[src/rtl/seg_pkg.sv]
// Shared types and constants for the seven-segment display arbiter.
package seg_pkg;

    localparam int DIGITS = 8;
    localparam int SCAN_W = 3;
    localparam int DATA_W = 32;

    typedef enum logic [1:0] {
        IDLE = 2'd0,
        HOLD = 2'd1,
        FREE = 2'd2
    } seg_state_e;

    // Bit width needed to hold values 0..n-1, never less than one bit.
    function automatic int seg_clog2(input int n);
        int r;
        r = 0;
        while ((1 << r) < n) begin
            r = r + 1;
        end
        return (r < 1) ? 1 : r;
    endfunction

endpackage

[src/rtl/seg_rr_pick.sv]
// Combinational round-robin picker: first asserted request at or after start.
// With excl_last set, the slot just before start (the current owner) is skipped.
module seg_rr_pick #(
    parameter int NREQ = 4,
    parameter int IW   = 2
) (
    input  logic [NREQ-1:0] req,
    input  logic [IW-1:0]   start,
    input  logic            excl_last,
    output logic            valid,
    output logic [IW-1:0]   idx
);

    logic [2*NREQ-1:0] req2;
    logic [NREQ-1:0]   rot;
    logic [IW:0]       sum;

    assign req2 = {req, req};
    assign rot  = req2[start +: NREQ];

    // Descending scan so the lowest rotated position wins.
    always_comb begin
        valid = 1'b0;
        idx   = '0;
        sum   = '0;
        for (int k = NREQ - 1; k >= 0; k--) begin
            if (rot[k] && !(excl_last && (k == NREQ - 1))) begin
                valid = 1'b1;
                sum   = {1'b0, start} + (IW+1)'(k);
                if (sum >= (IW+1)'(NREQ)) begin
                    sum = sum - (IW+1)'(NREQ);
                end
                idx = sum[IW-1:0];
            end
        end
    end

endmodule

[src/rtl/seg_display_arbiter.sv]
// Round-robin sharing of the 8-digit display with minimum ownership and digit scan.
// Optional SEG_FRAME_SYNC_SWITCH_EN defers every grant change to the frame_p edge.
//   state | meaning
//   IDLE  | nobody owns the display, outputs zero
//   HOLD  | owned, minimum ownership timer running
//   FREE  | owned, timer expired, yields to any other request
module seg_display_arbiter
    import seg_pkg::*;
#(
    parameter int NREQ     = 4,
    parameter int SCAN_DIV = 131072,
    parameter int HOLD_CYC = 100000000
) (
    input  logic                       clk_100mhz,
    input  logic                       RSTN,
    input  logic [NREQ-1:0]            req,
    input  logic [NREQ*32-1:0]         data_in,
    input  logic [NREQ*8-1:0]          les_in,
    input  logic [NREQ*8-1:0]          point_in,
    output logic [31:0]                data,
    output logic [7:0]                 les,
    output logic [7:0]                 point,
    output logic [2:0]                 scan,
    output logic [NREQ-1:0]            gnt,
    output logic [seg_clog2(NREQ)-1:0] owner_id,
    output logic                       busy,
    output logic                       switch_p,
    output logic                       frame_p
);

    localparam int IW = seg_clog2(NREQ);
    localparam int PW = seg_clog2(SCAN_DIV);
    localparam int HW = seg_clog2(HOLD_CYC);

    seg_state_e        state_q, state_d;
    logic [HW-1:0]     cnt_q, cnt_d;
    logic [IW-1:0]     owner_q, owner_d;
    logic [IW-1:0]     rr_ptr_q, rr_ptr_d;
    logic              busy_q, busy_d;
    logic [NREQ-1:0]   gnt_q, gnt_d;
    logic              switch_p_q, switch_p_d;
    logic [DATA_W-1:0] data_q, data_d;
    logic [DIGITS-1:0] les_q, les_d;
    logic [DIGITS-1:0] point_q, point_d;
    logic [PW-1:0]     presc_q, presc_d;
    logic [SCAN_W-1:0] scan_q, scan_d;
    logic              frame_p_q, frame_p_d;

    logic              pick_valid;
    logic [IW-1:0]     pick_idx;
    logic [IW-1:0]     pick_start;
    logic              pick_excl;
    logic              owner_req;
    logic              take;
    logic              drop;
    logic              presc_tc;

    function automatic logic [IW-1:0] wrap_inc(input logic [IW-1:0] v);
        return (v == IW'(NREQ - 1)) ? '0 : v + 1'b1;
    endfunction

    assign pick_start = (state_q == IDLE) ? rr_ptr_q : wrap_inc(owner_q);
    assign pick_excl  = (state_q != IDLE);
    assign owner_req  = req[owner_q];

    seg_rr_pick #(
        .NREQ (NREQ),
        .IW   (IW)
    ) u_pick (
        .req       (req),
        .start     (pick_start),
        .excl_last (pick_excl),
        .valid     (pick_valid),
        .idx       (pick_idx)
    );

    // Digit scan runs free of arbitration.
    always_comb begin
        presc_tc  = (presc_q == PW'(SCAN_DIV - 1));
        presc_d   = presc_tc ? '0 : presc_q + 1'b1;
        scan_d    = presc_tc ? scan_q + 1'b1 : scan_q;
        frame_p_d = presc_tc && (scan_q == SCAN_W'(DIGITS - 1));
    end

    always_comb begin
        state_d  = state_q;
        cnt_d    = cnt_q;
        owner_d  = owner_q;
        busy_d   = busy_q;
        rr_ptr_d = rr_ptr_q;
        take     = 1'b0;
        drop     = 1'b0;

        case (state_q)
            IDLE: begin
                take = pick_valid;
            end
            HOLD: begin
                if (!owner_req) begin
                    take = pick_valid;
                    drop = !pick_valid;
                end else if (cnt_q == HW'(HOLD_CYC - 1)) begin
                    take = pick_valid;
                    if (!pick_valid) begin
                        state_d = FREE;
                    end
                end else begin
                    cnt_d = cnt_q + 1'b1;
                end
            end
            FREE: begin
                take = pick_valid;
                drop = !pick_valid && !owner_req;
            end
            default: begin
                drop = 1'b1;
            end
        endcase

        if (take) begin
            state_d  = HOLD;
            cnt_d    = '0;
            owner_d  = pick_idx;
            busy_d   = 1'b1;
            rr_ptr_d = wrap_inc(pick_idx);
        end
        if (drop) begin
            state_d = IDLE;
            cnt_d   = '0;
            owner_d = '0;
            busy_d  = 1'b0;
        end

`ifdef SEG_FRAME_SYNC_SWITCH_EN
        // Hold the whole arbitration state until the frame boundary; the pick is
        // recomputed every cycle, so the change applied is the one valid then.
        if (((busy_d != busy_q) || (owner_d != owner_q)) && !frame_p_q) begin
            state_d  = state_q;
            cnt_d    = cnt_q;
            owner_d  = owner_q;
            busy_d   = busy_q;
            rr_ptr_d = rr_ptr_q;
        end
`endif

        gnt_d = '0;
        if (busy_d) begin
            gnt_d[owner_d] = 1'b1;
        end
        switch_p_d = (gnt_d != gnt_q);

        data_d  = '0;
        les_d   = '0;
        point_d = '0;
        for (int i = 0; i < NREQ; i++) begin
            if (busy_d && (owner_d == IW'(i))) begin
                data_d  = data_in[i*DATA_W +: DATA_W];
                les_d   = les_in[i*DIGITS +: DIGITS];
                point_d = point_in[i*DIGITS +: DIGITS];
            end
        end
    end

    always_ff @(posedge clk_100mhz or negedge RSTN) begin
        if (!RSTN) begin
            state_q    <= IDLE;
            cnt_q      <= '0;
            owner_q    <= '0;
            rr_ptr_q   <= '0;
            busy_q     <= 1'b0;
            gnt_q      <= '0;
            switch_p_q <= 1'b0;
            data_q     <= '0;
            les_q      <= '0;
            point_q    <= '0;
            presc_q    <= '0;
            scan_q     <= '0;
            frame_p_q  <= 1'b0;
        end else begin
            state_q    <= state_d;
            cnt_q      <= cnt_d;
            owner_q    <= owner_d;
            rr_ptr_q   <= rr_ptr_d;
            busy_q     <= busy_d;
            gnt_q      <= gnt_d;
            switch_p_q <= switch_p_d;
            data_q     <= data_d;
            les_q      <= les_d;
            point_q    <= point_d;
            presc_q    <= presc_d;
            scan_q     <= scan_d;
            frame_p_q  <= frame_p_d;
        end
    end

    assign data     = data_q;
    assign les      = les_q;
    assign point    = point_q;
    assign scan     = scan_q;
    assign gnt      = gnt_q;
    assign owner_id = owner_q;
    assign busy     = busy_q;
    assign switch_p = switch_p_q;
    assign frame_p  = frame_p_q;

endmodule

[config.mk]
export PLATFORM = sky130hd
export DESIGN_NAME = seg_display_arbiter
export DESIGN_NICKNAME = d
export VERILOG_FILES = /design/src/rtl/seg_pkg.sv /design/src/rtl/seg_rr_pick.sv /design/src/rtl/seg_display_arbiter.sv
export SDC_FILE = /design/constraint.sdc
export NUM_CORES = 1
export LEC_CHECK = 0
export BUFFER_PORTS_ARGS = -buffer_cell sky130_fd_sc_hd__buf_2
export CAP_MARGIN = 0
export CELL_PAD_IN_SITES_DETAIL_PLACEMENT = 2
export CELL_PAD_IN_SITES_GLOBAL_PLACEMENT = 2
export CORE_MARGIN = 3
export CORE_UTILIZATION = 30
export DETAILED_ROUTE_END_ITERATION = 16
export PLACE_DENSITY = 0.81
export SYNTH_ARGS = -nofsm -noshare
export SYNTH_HDL_FRONTEND = slang
export SYNTH_HIERARCHICAL = 1
export SYNTH_SLANG_ARGS = --single-unit
export TNS_END_PERCENT = 50
[constraint.sdc]
create_clock -name clk_100mhz -period 5.1 [get_ports clk_100mhz]
set_clock_uncertainty 0.1 [all_clocks]
set_input_delay 0.51 -clock clk_100mhz [delete_from_list [all_inputs] [get_ports clk_100mhz]]
set_output_delay 0.51 -clock clk_100mhz [all_outputs]
set_load 0.01 [all_outputs]
==> results of run 1 <==
-- how the worst max path moves through the flow --
stage / cells after the start / to / slack (ns)
after floorplan: 13 / data[0] / 1.81
after global placement: 12 / data[0] / 1.09
after detailed placement: 12 / data[13] / 0.68
after CTS: 12 / data[13] / 0.65
after global routing: 12 / data[13] / 0.28
final: 12 / data[13] / 0.67
-- final cells by class --
cell class | count | area share
Multi-Input combinational cell | 392 | 0.3797
Sequential cell | 108 | 0.3542
Timing Repair Buffer | 265 | 0.1800
Tap cell | 260 | 0.04263
Clock buffer | 11 | 0.03312
Inverter | 10 | 0.005247
Clock inverter | 4 | 0.003115
Antenna cell | 6 | 0.001968
-- kinds of logic (layout without fill, tap and decap cells) --
group	count (synthesis)	count (layout)	synth area share
AOI/OAI and AO/OA	87	87	0.1004
xor gates and xnor gates	35	35	0.05257
adders and majority gates	7	7	0.01502
buffers and inverters	41	290	0.04142
DFF	108	108	0.4635
muxes	104	104	0.1843
other	0	6	0
and+or+nand+nor	159	159	0.1427
-- metrics by stage --
stage	utilization	worst slack (ns)	hold slack, ns
2_1_floorplan	-	1.814	0.1144
3_3_place_gp	0.3885	1.089	0.3350
3_5_place_dp	0.3885	0.6823	0.3472
4_1_cts	0.4031	0.6508	0.2007
5_1_grt	0.4038	0.2794	0.2368
6_report	0.4039	0.6685	0.1714
-- registers in the layout, indices dropped and copies added (netlist names) --
| signal | flops |
|---|---|
| point | 8 |
| cnt_q | 27 |
| les | 8 |
| state_q | 2 |
| data | 32 |
| presc_q | 17 |
| rr_ptr_q | 2 |
| busy | 1 |
| switch_p | 1 |
| frame_p | 1 |
| scan | 3 |
| owner_id | 2 |
| gnt | 4 |
-- report_power, final --
group	switching [mW]	internal, mW
sequential	0.111	1.12
clock	0.324	0.356
combinational	1.72	1.24
total	2.16	2.71
-- layer usage --
| layer | routed length, µm | track usage |
|---|---|---|
| met2 | 12190 | 0.3858 |
| met3 | 1452 | 0.06478 |
| met4 | 567 | 0.08167 |
| met5 | 11 | 0 |
| met1 | 8537 | 0.2330 |
-- layout by cell type (no fill, tap or decap), types with 3 or more instances in the layout --
master	Yosys	routed
clkbuf_16	0	9
o21ai_0	8	8
mux2i_1	98	98
and4_1	5	5
o22ai_1	49	49
xor2_1	29	29
a22o_1	3	3
nand2_1	21	21
or3_1	6	6
nor2b_1	3	3
clkinv_2	0	3
a21oi_1	9	9
buf_4	3	7
nand4_1	20	20
mux2_2	3	3
nor3_1	3	3
and3_1	11	11
buf_2	13	256
dfrtp_1	108	108
inv_1	9	9
xnor2_1	6	6
diode_2	0	6
nor2_1	51	51
and2_1	5	5
nor3b_1	4	4
nand3_1	16	16
ha_1	7	7
==> results.sh, run 1 <==
export IMPL_dpl_hpwl_um=17710
export IMPL_port_buffers=257
export IMPL_yosysMostFrequentCell="dfrtp_1"
export IMPL_htree_num_levels=3
export IMPL_hold_class="in2async"
export IMPL_wl_per_cell_um=21.55
export IMPL_critPathBufInv=2
export IMPL_final_cells=1056
export IMPL_dp_cells=1035
export IMPL_status="finished clean"
export IMPL_cts_tree="done"
export IMPL_nNetsFinal=991
export IMPL_cp_slowest_cell="o31ai_1"
export IMPL_drive_gt1_frac=0.3709
export IMPL_io_pin_count=258
export IMPL_path_cells="ha_1, o31ai_1, nor2_1, a21o_2, a21oi_1, nand2_1, nor2_1, a2bb2oi_2, inv_4, buf_12, mux2i_1, o22ai_1"
export IMPL_routabilityCongestion=0.8629
export IMPL_setup_viol=0
export IMPL_initial_core_util=0.3086
export IMPL_end_kind="register"
export IMPL_ys_seq_area_frac=0.4635
export IMPL_fmax_mhz=225.7
export IMPL_cts_clk_slew_worst_paths_ns=0.08
export IMPL_path_class="reg2reg"
export IMPL_vias=5360
export IMPL_synth_cell_types=57
export IMPL_multi_input_area_um2=2898
export IMPL_cts_max_path_buffers=2
export IMPL_yosysWarnings=6
export IMPL_rsz0062_at_grt="no"
export IMPL_r2r_start="owner_id[0]"
export IMPL_critPathTopFamily="compound AO/OA/AOI/OAI gates"
export IMPL_worst_slew_pin_slew_ns=0.9386
export IMPL_grt_overflow=0
export IMPL_syn_to_final_growth_pct=30.88
export IMPL_p_total_mw=4.871
export IMPL_grt_first_pass_wirelength_um=35500
export IMPL_route_detailed_drc=0
export IMPL_ctsHoldBuffers=0
export IMPL_dieArea_um2=21140
export IMPL_async_reset_ff_frac=1.000
export IMPL_cp_max_fo=40
export IMPL_synthFlopType="dfrtp_1"
export IMPL_synthTopCellsByCount="dfrtp_1, mux2i_1, nor2_1"
export IMPL_hold_viol=0
export IMPL_fin_crit_sh=0.8689
export IMPL_yosys_area_top_type_share=0.4635
export IMPL_cts_resized=0
export IMPL_worstReg2RegEnd="data[13]"
export IMPL_cp_start_kind="register"
export IMPL_postCtsSetupRepairBufs=0
export IMPL_synthCells=541
export IMPL_rr_worst_depth=12
export IMPL_core_um2=18890
export IMPL_r2r_slack_ns=0.67
export IMPL_synth_edff_count=0
export IMPL_synth_top_area_cell="dfrtp_1"
export IMPL_cts_root_buf="clkbuf_16"
export IMPL_required_ns=5.20
export IMPL_synthTopCellsByArea="dfrtp_1, mux2i_1, o22ai_1"
export IMPL_wl_um=22760
export IMPL_grt_usage=0.2127
export IMPL_rows=50
export IMPL_critPathMaxStageDelay_ns=0.79
export IMPL_power_density_nw_per_um2=638.3
export IMPL_numCtsBuffers=9
export IMPL_min_period_ns=4.432
export IMPL_ir_worst_vdd_uv=368.8
export IMPL_relSlewSlack=0.3689
export IMPL_regArea_um2=2703
export IMPL_syn_nets=746
export IMPL_grt_pass1_vias=6321
export IMPL_dr_pass1_iters=4
export IMPL_yosys_register_bits=108
export IMPL_clock_latency_ns=0.35
export IMPL_drt_vias_per_instance=5.076
export IMPL_clkSinkCount=108
export IMPL_arrival_ns=4.53
export IMPL_antenna_left=0
export IMPL_die_h_um=145.4
export IMPL_setup_tns_ns=0
export IMPL_antenna_found_initial=6
export IMPL_nFillCells=2090
export IMPL_slew_violations=0
export IMPL_crit_top_cell="nor2_1"
export IMPL_drt_iter0_drc=133
export IMPL_grt_max_degree=69
export IMPL_netlist_area_um2=5831
export IMPL_die_w_um=145.4
export IMPL_power_leakage_nw=3.779
export IMPL_fin_area_um2=7631
export IMPL_syn_avg_cell_area_um2=10.78
export IMPL_placed_area_um2=7340
export IMPL_critPathLaunch="owner_id[0]"
export IMPL_maxCapViolations=0
Note: power is estimated with default switching activity, not from simulation.
==> run 2, diff against run 1 <==
- PLACE_DENSITY: 0.81 -> not set
- PLACE_DENSITY_LB_ADDON: not set -> 0.1
- RECOVER_POWER: not set -> 50
==> results.sh, run 2 (synthesis gave the netlist of run 1 again) <==
export IMPL_status="finished, violations left"
export IMPL_violations="max-capacitance violations, max-slew violations"
export IMPL_wl_met3_um=1281
export IMPL_routed_wl_met2_um=11430
export IMPL_die_h_um=145.4
export IMPL_antenna_left=0
export IMPL_combPwrFrac=0.599
export IMPL_grt_pass1_vias=6223
export IMPL_drt_iter0_drc=149
export IMPL_io_pin_count=258
export IMPL_final_cells=1051
export IMPL_fin_crit_sh=0.8268
export IMPL_dr_pass1_iters=7
export IMPL_wl_met1_um=8896
export IMPL_swShare=0.4396
export IMPL_relSlewSlack=-0.4663
export IMPL_final_common_cell="buf_2"
export IMPL_wl_um=21830
export IMPL_drt_vias_per_instance=5.026
export IMPL_cts_tree="done"
export IMPL_ir_worst_vdd_uv=508.7
export IMPL_cts_clk_slew_worst_paths_ns=0.08
export IMPL_nNetsFinal=992
export IMPL_setup_tns_ns=0
export IMPL_slew_violations=84
export IMPL_syn_to_final_growth_pct=29.96
export IMPL_clock_latency_ns=0.36
export IMPL_timing_final_ws_setup_ns=0.8835
export IMPL_grt_first_pass_wirelength_um=34640
export IMPL_p_switching_mw=2.133
export IMPL_cp_max_fo=38
export IMPL_numCtsBuffers=9
export IMPL_path_cells="ha_1, o31ai_1, nor2_1, a21o_2, a21oi_1, nand2_1, nor2_1, a2bb2oi_2, inv_4, buf_12, mux2i_1, o22ai_1"
export IMPL_initial_core_util=0.3086
export IMPL_dp_slack_ns=0.8562
export IMPL_core_um2=18890
export IMPL_min_period_ns=4.217
export IMPL_rows=50
export IMPL_htree_num_levels=3
export IMPL_cp_start_kind="register"
export IMPL_power_density_nw_per_um2=640.3
export IMPL_antenna_found_initial=3
export IMPL_required_ns=5.21
export IMPL_critPathMaxStageDelay_ns=0.75
export IMPL_ctsHoldBuffers=0
export IMPL_power_leakage_nw=3.604
export IMPL_largest_reg_flops=32
export IMPL_p_seq_frac=0.251
export IMPL_route_detailed_drc=0
export IMPL_cts_root_buf="clkbuf_16"
export IMPL_dpl_hpwl_um=17230
export IMPL_setup_viol=0
export IMPL_cts_resized=0
export IMPL_critPathTopFamily="compound AO/OA/AOI/OAI gates"
export IMPL_insertedDiodeCount=0
export IMPL_top_layer="met5"
export IMPL_clkPwrFrac=0.150
export IMPL_hold_viol=0
export IMPL_maxCapViolations=1
export IMPL_fmax_mhz=237.2
export IMPL_crit_top_cell="nor2_1"
export IMPL_vias=5282
export IMPL_routabilityCongestion=0.8503
export IMPL_final_cell_mix="buf_2, dfrtp_1, mux2i_1, clkbuf_1, nor2_1"
export IMPL_port_buffers=257
export IMPL_drive_gt1_frac=0.2996
export IMPL_critPathBufInv=2
export IMPL_worst_slew_pin_slew_ns=2.199
export IMPL_path_class="reg2reg"
export IMPL_wl_per_cell_um=20.77
export IMPL_cts_max_path_buffers=2
export IMPL_hold_class="in2reg"
export IMPL_grt_usage=0.2059
export IMPL_clkSinkCount=108
export IMPL_end_kind="register"
export IMPL_grt_overflow=0
export IMPL_postCtsSetupRepairBufs=0
export IMPL_die_w_um=145.4
export IMPL_dieArea_um2=21140
export IMPL_arrival_ns=4.33
export IMPL_dp_cells=1036
export IMPL_cp_slowest_cell="o31ai_1"
export IMPL_grt_max_degree=84
export IMPL_internal_power_mw=2.719
export IMPL_rsz0062_at_grt="no"
==> run 2: changes by cell type in the layout (fill, tap and decap cells not counted), sizes merged <==
| cell | change |
|---|---|
| buf | -56 |
| bufinv | +1 |
| clkbuf | +58 |
| clkinv | -2 |
| clkinvlp | +1 |
| diode | -6 |
| inv | -1 |
==> run 2: metrics by stage <==
| stage | power (mW) | cell area, µm² | hold WS (ns) | utilization |
|---|---|---|---|---|
| 2_1_floorplan | 3.416 | 5831 | 0.1144 | - |
| 3_3_place_gp | 4.128 | 7347 | 0.3355 | 0.3889 |
| 3_5_place_dp | 4.237 | 7347 | 0.3458 | 0.3889 |
| 4_1_cts | 4.984 | 7650 | 0.3212 | 0.4049 |
| 5_1_grt | 5.238 | 7577 | 0.3476 | 0.4011 |
| 6_report | 4.852 | 7577 | 0.3422 | 0.4011 |
==> run 2: area by class of cell <==
class	count	area (µm²)
clock buffers	12	256.5
multi-input cells	392	2898
fillers	2138	11320
well taps	260	325.3
repair buffers	266	1309
clock inverters	3	46.29
inverters	10	40.04
flip-flops and latches	108	2703
==> run 2: power groups by stage <==
| stage | clock, mW | combinational [mW] | sequential [mW] |
|---|---|---|---|
| 6_report | 0.728 | 2.91 | 1.22 |
| 5_1_grt | 0.794 | 3.20 | 1.25 |
| 4_1_cts | 0.757 | 3.01 | 1.22 |
| 3_5_place_dp | 0 | 3.01 | 1.23 |
| 3_3_place_gp | 0 | 2.91 | 1.22 |
| 2_1_floorplan | 0 | 2.09 | 1.32 |
==> run 2: worst register-to-register path, delay by kind of cell, from the launching register on <==
kind,cells,cell delay (ns)
DFF,1,0.44
buffers and inverters,2,0.70
AOI/OAI and AO/OA,5,1.68
adders and majority gates,1,0.23
muxes,1,0.30
and+or+nand+nor,3,0.63
==> run 2: path summary, 6_finish.rpt <==
kind                        startpoint         end  slack, ns  cells past startpoint
min                         les_in[21]      les[5]       0.34                      3
max in group asynchronous         RSTN     data[8]       2.84                      2
min in group asynchronous         RSTN  presc_q[4]       0.67                      1
max reg2reg                owner_id[0]      les[4]       0.88                     12
max                        owner_id[0]      les[4]       0.88                     12
min reg2reg                 presc_q[0]  presc_q[0]       0.35                      1
==> run 2: layer usage <==
layer / global-route usage / up-vias
li1: - / 2467
met2: 0.3730 / 139
met3: 0.06353 / 19
met5: 0 / -
met4: 0.03561 / 6
met1: 0.2438 / 2651
==> run 3, diff against run 2 <==
- CORE_UTILIZATION: 30 -> 28
- clock period: 5.1 -> 4.1 ns (I/O delays scaled with it)
==> results.sh, run 3 (synthesis gave the netlist of run 1 again) <==
export IMPL_status="finished, violations left"
export IMPL_violations="max-capacitance violations, max-slew violations"
export IMPL_drt_vias_per_instance=4.971
export IMPL_cp_start_kind="register"
export IMPL_cp_slowest_cell="mux2_2"
export IMPL_grt_max_degree=52
export IMPL_routabilityCongestion=0.8123
export IMPL_final_cell_mix="buf_2, dfrtp_1, mux2i_1, clkbuf_1, nor2_1"
export IMPL_wl_um=21650
export IMPL_fin_crit_sh=0.9032
export IMPL_drt_iter0_drc=87
export IMPL_numCtsBuffers=9
export IMPL_regArea_um2=2703
export IMPL_ir_worst_vdd_uv=491.7
export IMPL_port_buffers=257
export IMPL_hold_viol=0
export IMPL_grt_overflow=0
export IMPL_critPathBufInv=3
export IMPL_cts_max_path_buffers=2
export IMPL_clkSinkCount=108
export IMPL_rows=52
export IMPL_dieArea_um2=22590
export IMPL_crit_top_cell="nor2_1"
export IMPL_whs_ns=0.2474
export IMPL_grt_usage=0.1936
export IMPL_rsz0062_at_grt="no"
export IMPL_critPathMaxStageDelay_ns=0.50
export IMPL_final_common_cell="buf_2"
export IMPL_grt_pass1_vias=6061
export IMPL_route_detailed_drc=0
export IMPL_cts_clk_slew_worst_paths_ns=0.07
export IMPL_nFillCells=2279
export IMPL_cts_tree="done"
export IMPL_largest_reg_flops=32
export IMPL_syn_to_final_growth_pct=31.35
export IMPL_cts_root_buf="clkbuf_16"
export IMPL_maxCapViolations=1
export IMPL_wl_per_cell_um=20.25
export IMPL_critPathTopFamily="simple AND/OR/NAND/NOR gates"
export IMPL_dpl_hpwl_um=17600
export IMPL_antenna_found_initial=2
export IMPL_io_pin_count=258
export IMPL_setup_viol=0
export IMPL_initial_core_util=0.2863
export IMPL_arrival_ns=3.82
export IMPL_drive_gt1_frac=0.3008
export IMPL_vias=5314
export IMPL_required_ns=4.22
export IMPL_slew_violations=41
export IMPL_antenna_left=0
export IMPL_setup_tns_ns=0
export IMPL_htree_num_levels=3
export IMPL_core_um2=20360
export IMPL_min_period_ns=3.703
export IMPL_path_cells="nor2_1, mux2_2, nand4b_1, a311oi_1, a21oi_1, nand2_1, nor2_1, a2bb2oi_2, inv_4, buf_12, buf_4, mux2i_1, o22ai_1"
export IMPL_fmax_mhz=270.0
export IMPL_die_h_um=150.3
export IMPL_power_density_nw_per_um2=806.9
export IMPL_relSlewSlack=-0.5697
export IMPL_die_w_um=150.3
export IMPL_end_kind="register"
export IMPL_hold_class="in2reg"
export IMPL_path_class="reg2reg"
export IMPL_nNetsFinal=1000
export IMPL_dr_pass1_iters=5
export IMPL_cp_max_fo=24
export IMPL_clock_latency_ns=0.35
export IMPL_postCtsSetupRepairBufs=0
export IMPL_worst_slew_pin_slew_ns=2.355
export IMPL_power_leakage_nw=3.637
export IMPL_grt_first_pass_wirelength_um=34000
export IMPL_multi_input_area_um2=2912
## run 3: changes by cell type in the layout (fill, tap and decap cells not counted), moves of 2 or more
cell / delta
buf_2: -4
clkbuf_1: +4
buf_4: +3
clkinv_2: +3
buf_12: +2
clkbuf_8: -2
## run 3: report_power, final
| group | switching (mW) | internal [mW] |
|---|---|---|
| registers | 0.132 | 1.39 |
| logic | 2.18 | 1.61 |
| clock network | 0.392 | 0.466 |
## run 3: worst paths after layout
path	slack (ns)	depth (start not counted)	to	from
max in group asynchronous	0.76	3	owner_id[1]	RSTN
hold / removal	0.25	3	data[24]	data_in[88]
setup reg to reg	0.40	13	data[9]	state_q[0]
min in group asynchronous	1.21	2	cnt_q[7]	RSTN
hold reg to reg	0.36	1	presc_q[0]	presc_q[0]
setup / recovery	0.40	13	data[9]	state_q[0]
## run 3: tightest hold or removal path, delay by kind of cell
| family | cells | cell delay [ns] |
|---|---|---|
| AOI/OAI and AO/OA | 1 | 0.12 |
| buffers and inverters | 1 | 0.07 |
| muxes | 1 | 0.05 |
## run 3: what timing repair did
action / in CTS / in global routing
endpoints found under the setup margin: 0 / 49
hold buffers: 1 / 0
resized for setup: 0 / 2
endpoints found under the hold margin: 38 / 0
## run 3: area by class of cell
type                       instances  area share
antenna                            1   0.0003267
clock buffer                       9     0.02941
clock inverter                     5    0.007025
inverter                          10    0.005228
multi-input combinational        392      0.3802
sequential                       108      0.3529
tap                              270     0.04411
timing repair buffer             274      0.1809
## run 3: metrics by stage
stage / setup WS (ns) / instance area (µm²) / cells / util / power (mW)
detailed placement: 0.1305 / 7437 / 1053 / 0.3652 / 5.462
global placement: 0.3813 / 7437 / 1053 / 0.3652 / 5.321
floorplan: 0.8137 / 5831 / 541 / - / 4.249
finish: 0.3967 / 7659 / 1069 / 0.3761 / 6.180
global route: 0.01157 / 7659 / 1069 / 0.3761 / 6.681
CTS: 0.1220 / 7726 / 1068 / 0.3794 / 6.349
## run 3: routing by layer
metal  GRT usage  vias to the layer above  part of all wire
met2      0.3460                      150              0.53
met3     0.05780                       19             0.059
met5           0                        -           0.00060
met4     0.04666                        2             0.014
met1      0.2272                     2657              0.39
li1            -                     2486                 -
